--- src/rtl/decompress_stream.sv ---
// Two-stage decompressor: (x*Q + 2^(D-1)) >> D with a running output index.
// Define DECOMPRESS_LAST_CHECK_EN to add the sticky in_last mismatch flag err.
module decompress_stream #(
  parameter int D          = 10,
  parameter int Q          = 3329,
  parameter int NUM_COEFFS = 256
) (
  input  logic         clk,
  input  logic         rst_n,
  input  logic         flush,
  input  logic         in_valid,
  output logic         in_ready,
  input  logic [D-1:0] in_coeff,
  input  logic         in_last,
  output logic         out_valid,
  input  logic         out_ready,
  output logic [11:0]  out_coeff,
  output logic [7:0]   out_index,
  output logic         out_last
`ifdef DECOMPRESS_LAST_CHECK_EN
  ,
  output logic         err
`endif
);

  localparam int PW = D + 12;
  localparam logic [PW-1:0] RND = PW'(1) << (D - 1);
  localparam logic [7:0] LAST = 8'(NUM_COEFFS - 1);

  logic          s1_v;
  logic [PW-1:0] s1_prod;
  logic [PW-1:0] prod;
  logic          in_fire;
  logic          out_fire;
  logic          s2_ld;
  logic [7:0]    cnt_nxt;
  logic          unused_lo;

  assign prod     = PW'(in_coeff) * PW'(Q) + RND;
  assign in_ready = !(s1_v && out_valid && !out_ready);
  assign in_fire  = in_valid && in_ready;
  assign out_fire = out_valid && out_ready;
  assign s2_ld    = s1_v && (!out_valid || out_ready);
  assign cnt_nxt  = (out_index == LAST) ? 8'd0 : out_index + 8'd1;
  assign unused_lo = ^s1_prod[D-1:0];

  // out_index is the output counter itself; it only moves on a handshake
  always_ff @(posedge clk or negedge rst_n) begin
    if (!rst_n) begin
      s1_v      <= 1'b0;
      s1_prod   <= '0;
      out_valid <= 1'b0;
      out_coeff <= '0;
      out_index <= '0;
      out_last  <= 1'b0;
    end else if (flush) begin
      s1_v      <= 1'b0;
      out_valid <= 1'b0;
      out_index <= '0;
      out_last  <= 1'b0;
    end else begin
      if (in_fire) begin
        s1_v    <= 1'b1;
        s1_prod <= prod;
      end else if (s2_ld) begin
        s1_v    <= 1'b0;
      end
      if (s2_ld) begin
        out_valid <= 1'b1;
        out_coeff <= s1_prod[PW-1:D];
      end else if (out_fire) begin
        out_valid <= 1'b0;
      end
      if (out_fire) begin
        out_index <= cnt_nxt;
        out_last  <= (cnt_nxt == LAST);
      end
    end
  end

`ifdef DECOMPRESS_LAST_CHECK_EN
  logic [7:0] in_cnt;

  always_ff @(posedge clk or negedge rst_n) begin
    if (!rst_n) begin
      in_cnt <= '0;
      err    <= 1'b0;
    end else if (flush) begin
      in_cnt <= '0;
      err    <= 1'b0;
    end else if (in_fire) begin
      in_cnt <= (in_cnt == LAST) ? 8'd0 : in_cnt + 8'd1;
      if (in_last != (in_cnt == LAST))
        err <= 1'b1;
    end
  end
`else
  logic unused_last;
  assign unused_last = in_last;
`endif

endmodule

--- config.mk ---
export PLATFORM = sky130hd
export DESIGN_NAME = decompress_stream
export DESIGN_NICKNAME = d
export VERILOG_FILES = /design/src/rtl/decompress_stream.sv
export SDC_FILE = /design/constraint.sdc
export NUM_CORES = 1
export LEC_CHECK = 0
export BUFFER_PORTS_ARGS = -buffer_cell sky130_fd_sc_hd__buf_2
export CAP_MARGIN = 20
export CORE_MARGIN = 1.5
export CORE_UTILIZATION = 34
export CTS_BUF_LIST = sky130_fd_sc_hd__clkbuf_4 sky130_fd_sc_hd__clkbuf_8 sky130_fd_sc_hd__clkbuf_16
export CTS_CLUSTER_SIZE = 14
export DETAILED_ROUTE_END_ITERATION = 6
export GPL_ROUTABILITY_DRIVEN = 0
export GPL_TIMING_DRIVEN = 0
export SLEW_MARGIN = 20
export SYNTH_ARGS = -nofsm -noshare
export SYNTH_HDL_FRONTEND = slang
export SYNTH_SLANG_ARGS = --single-unit
--- constraint.sdc ---
create_clock -name clk -period 2.1 [get_ports clk]
set_input_delay 0.315 -clock clk [delete_from_list [all_inputs] [get_ports clk]]
set_output_delay 0.315 -clock clk [all_outputs]
set_load 0.005 [all_outputs]
==> flow_metrics.env <==
export IMPL_yosys_warnings=0
export IMPL_synth_top_area_share_pct=32.3
export IMPL_clock_sinks=35
export IMPL_cts_tree="yes"
export IMPL_relSlewSlack_pct=48.1
export IMPL_arrival_ns=2.85
export IMPL_p_per_area_mw_per_mm2=820
export IMPL_post_dp_hpwl_um=4140
export IMPL_r2r_cells=6
export IMPL_grt_ovfl_total=0
export IMPL_setup_violations=9
export IMPL_cts_root_buffer="clkbuf_8"
export IMPL_tightest_slew_ns=0.778
export IMPL_yosysSeqAreaShare_pct=32.3
export IMPL_crit_path_end="s1_prod[21]"
export IMPL_htreeDepth=2
export IMPL_maxSlewViolCount=0
export IMPL_drive_gt1_share_pct=48.6
export IMPL_internal_power_mw=2.08
export IMPL_fin_ws_ns=-0.586
export IMPL_synth_cell_types=41
export IMPL_path_cells="buf_8 > ha_4 > ha_4 > ha_4 > fa_1 > ha_4 > ha_4 > a211oi_4 > nor2_2 > a31oi_1 > xnor2_1 > o21ai_1"
export IMPL_grt_util_met1_pct=20.4
export IMPL_synthFlopType="dfrtp_1"
export IMPL_hold_class="in -> async"
export IMPL_drc=0
export IMPL_rrSetupSlack_ns=0.43
export IMPL_n_antenna_cell=0
export IMPL_end_kind="flip-flop"
export IMPL_cp_slowest_cell="fa_1"
export IMPL_placementRows=32
export IMPL_die_area_mm2=0.00852
export IMPL_routedWlPerCell_um=13.9
export IMPL_seqPwrFrac_pct=31.5
export IMPL_required_ns=2.26
export IMPL_swShare_pct=34.9
export IMPL_vias=2035
export IMPL_r2r_end="out_last"
export IMPL_syn_avg_cell_area_um2=10.5
export IMPL_finalWorstPathRequiredPeriod_ns=2.69
export IMPL_io_pin_count=39
export IMPL_finish_utilization_pct=50.5
export IMPL_outcome="finished, violations left"
export IMPL_grt_busiest_layer="met2"
export IMPL_hold_viol_final=0
export IMPL_critPathKind="in -> reg"
export IMPL_coreArea_mm2=0.00773
export IMPL_maxCapViolations=0
export IMPL_area_growth_pct=44.0
export IMPL_place_ws_ns=-1.01
export IMPL_skew_ns=0.0101
export IMPL_cp_start_kind="input pin"
export IMPL_fin_nets=391
export IMPL_ys_top_cells_by_area="dfrtp_1 32%, ha_1 25%, mux2_2 5.8%, fa_1 5.2%, xor2_1 3.9%"
export IMPL_port_buffers=37
export IMPL_antenna_found_initial=0
export IMPL_first_global_vias=2086
export IMPL_grt_start_max_net_pins=36
export IMPL_synth_area_mm2=0.00271
export IMPL_worstReg2RegStart="out_index[1]"
export IMPL_start_util_pct=35.1
export IMPL_ys_async_sr_fraction_pct=100
export IMPL_use_met2_pct=24.0
export IMPL_ant_nets=0
export IMPL_synth_edf_count=0
export IMPL_post_route_period_util_pct=128
export IMPL_grt_pass1_wl_um=9980
export IMPL_p_sw_mw=1.12
export IMPL_path_common_cell="ha_4"
export IMPL_grt_usage_pct=14.7
export IMPL_path_max_fanout=3
export IMPL_violations="negative setup slack"
export IMPL_totalWireLength_um=5790
export IMPL_cts_buffers=5
export IMPL_nFillCells=664
export IMPL_clk_latency_ns=0.28
export IMPL_p_comb_share_pct=53.0
export IMPL_syn_nets=334
export IMPL_vias_per_cell=4.88
export IMPL_vdd_drop_max_mv=0.531
export IMPL_use_met3_pct=2.90
export IMPL_rsz0062_at_grt="yes"
export IMPL_clockBufferDepth=2
export IMPL_die_y_um=92.3
export IMPL_synth_seq_cells=35
export IMPL_fmax_mhz=372
export IMPL_power_frac_clock_pct=15.4
export IMPL_synth_top_cell_by_area="dfrtp_1"
export IMPL_syn_inst=257
export IMPL_clkTransAtPathRegs_ns=0.07
export IMPL_startpoint="in_coeff[4]"
export IMPL_die_x_um=92.3
export IMPL_slowest_delay_ns=0.48
export IMPL_drt_pass1_iter_count=4
export IMPL_drt_iter0_drc=86
export IMPL_p_leak_nw=1.70
state kept, by name (all words and copies together) (netlist names):
name and count:
out_coeff 12, s1_prod 12, out_index 8, out_last 1, out_valid 1, s1_v 1
power groups by stage:
stage / registers [mW] / logic [mW] / clock network [mW]
detailed placement: 1.02 / 1.30 / 0
CTS: 1.01 / 1.58 / 0.509
global route: 1.03 / 1.89 / 0.538
floorplan: 0.998 / 0.952 / 0
global placement: 1.01 / 1.28 / 0
finish: 1.01 / 1.70 / 0.493
through the flow:
step                power (mW)  TNS (ns)  instances  hold slack (ns)  instance area, um2
detailed placement        2.32     -7.89        396            0.443                3350
floorplan                 1.95     -4.38        257           0.0194                3040
CTS                       3.10     -3.71        412            0.131                3790
global placement          2.30     -7.69        396            0.438                3350
global route              3.46     -4.32        417            0.172                3900
finish                    3.20     -3.67        417            0.104                3900
placed cells by master, fill, tap and decap left out, types with 3 or more instances in the layout:
master	count
o21ai_0	3
inv_2	3
mux2_2	14
buf_4	11
nor3_2	3
nor2_1	9
dfrtp_1	35
clkbuf_8	5
inv_1	12
buf_2	37
a21oi_1	3
fa_1	6
o21ai_1	10
a21o_1	4
o21ai_2	6
xor2_1	11
ha_4	38
nand3_1	3
ha_1	14
nand2_1	24
nor2_2	3
xnor2_1	4
buf_6	8
cell type report:
cell class	count	area (um2)	share of cell area, %
multi-input combinational	197	2330	59.7
sequential	35	876	22.4
timing repair buffer	50	355	9.11
tap	102	128	3.27
clock buffer	7	83.8	2.15
inverter	16	67.6	1.73
buffer	9	57.6	1.47
clock inverter	1	5.00	0.128
worst max-delay path: cells and delay by family:
kind	cells	cell delay (ns)
buffers and inverters	1	0.10
adder cells (fa/ha/maj)	6	1.68
AO/OA/AOI/OAI	3	0.53
XOR/XNOR	1	0.14
AND/OR/NAND/NOR	1	0.07
cells by family after synthesis:
family          after synthesis  share of synthesized area [%]
compound gates               45                           10.8
xor+xnor                     17                           5.49
fa+ha+maj                    61                           30.1
buf+inv                      25                           4.34
flops                        35                           32.3
mux                          14                           5.82
simple gates                 60                           11.2
what timing repair did:
item	in CTS	in global routing
setup buffers	8	7
setup endpoints to repair	9	10
pin swaps	19	22
hold buffers	0	0
gates resized for setup	45	16
Yosys cell counts, drive strengths merged (3+ instances only):
cell / number
mux2: 14
a21o: 4
nand3: 5
fa: 7
a211oi: 5
xnor2: 5
ha: 54
a21oi: 4
xor2: 12
a31oi: 3
dfrtp: 35
nor3: 5
o21ai: 20
inv: 16
nor2: 12
nand2: 24
buf: 9
layer usage:
layer | vias up | part of all wire (%)
met5 | - | 0
met3 | 5 | 3.3
met4 | 0 | 0.59
met1 | 984 | 47
li1 | 1016 | -
met2 | 30 | 49
how the worst min path moves through the flow:
stage,to,cells past startpoint
2_1_floorplan,out_coeff[0],0
3_3_place_gp,out_index[7],1
3_5_place_dp,out_index[7],1
4_1_cts,out_index[7],1
5_1_grt,out_index[7],1
6_report,out_index[7],1
(Power assumes the default switching activity.)
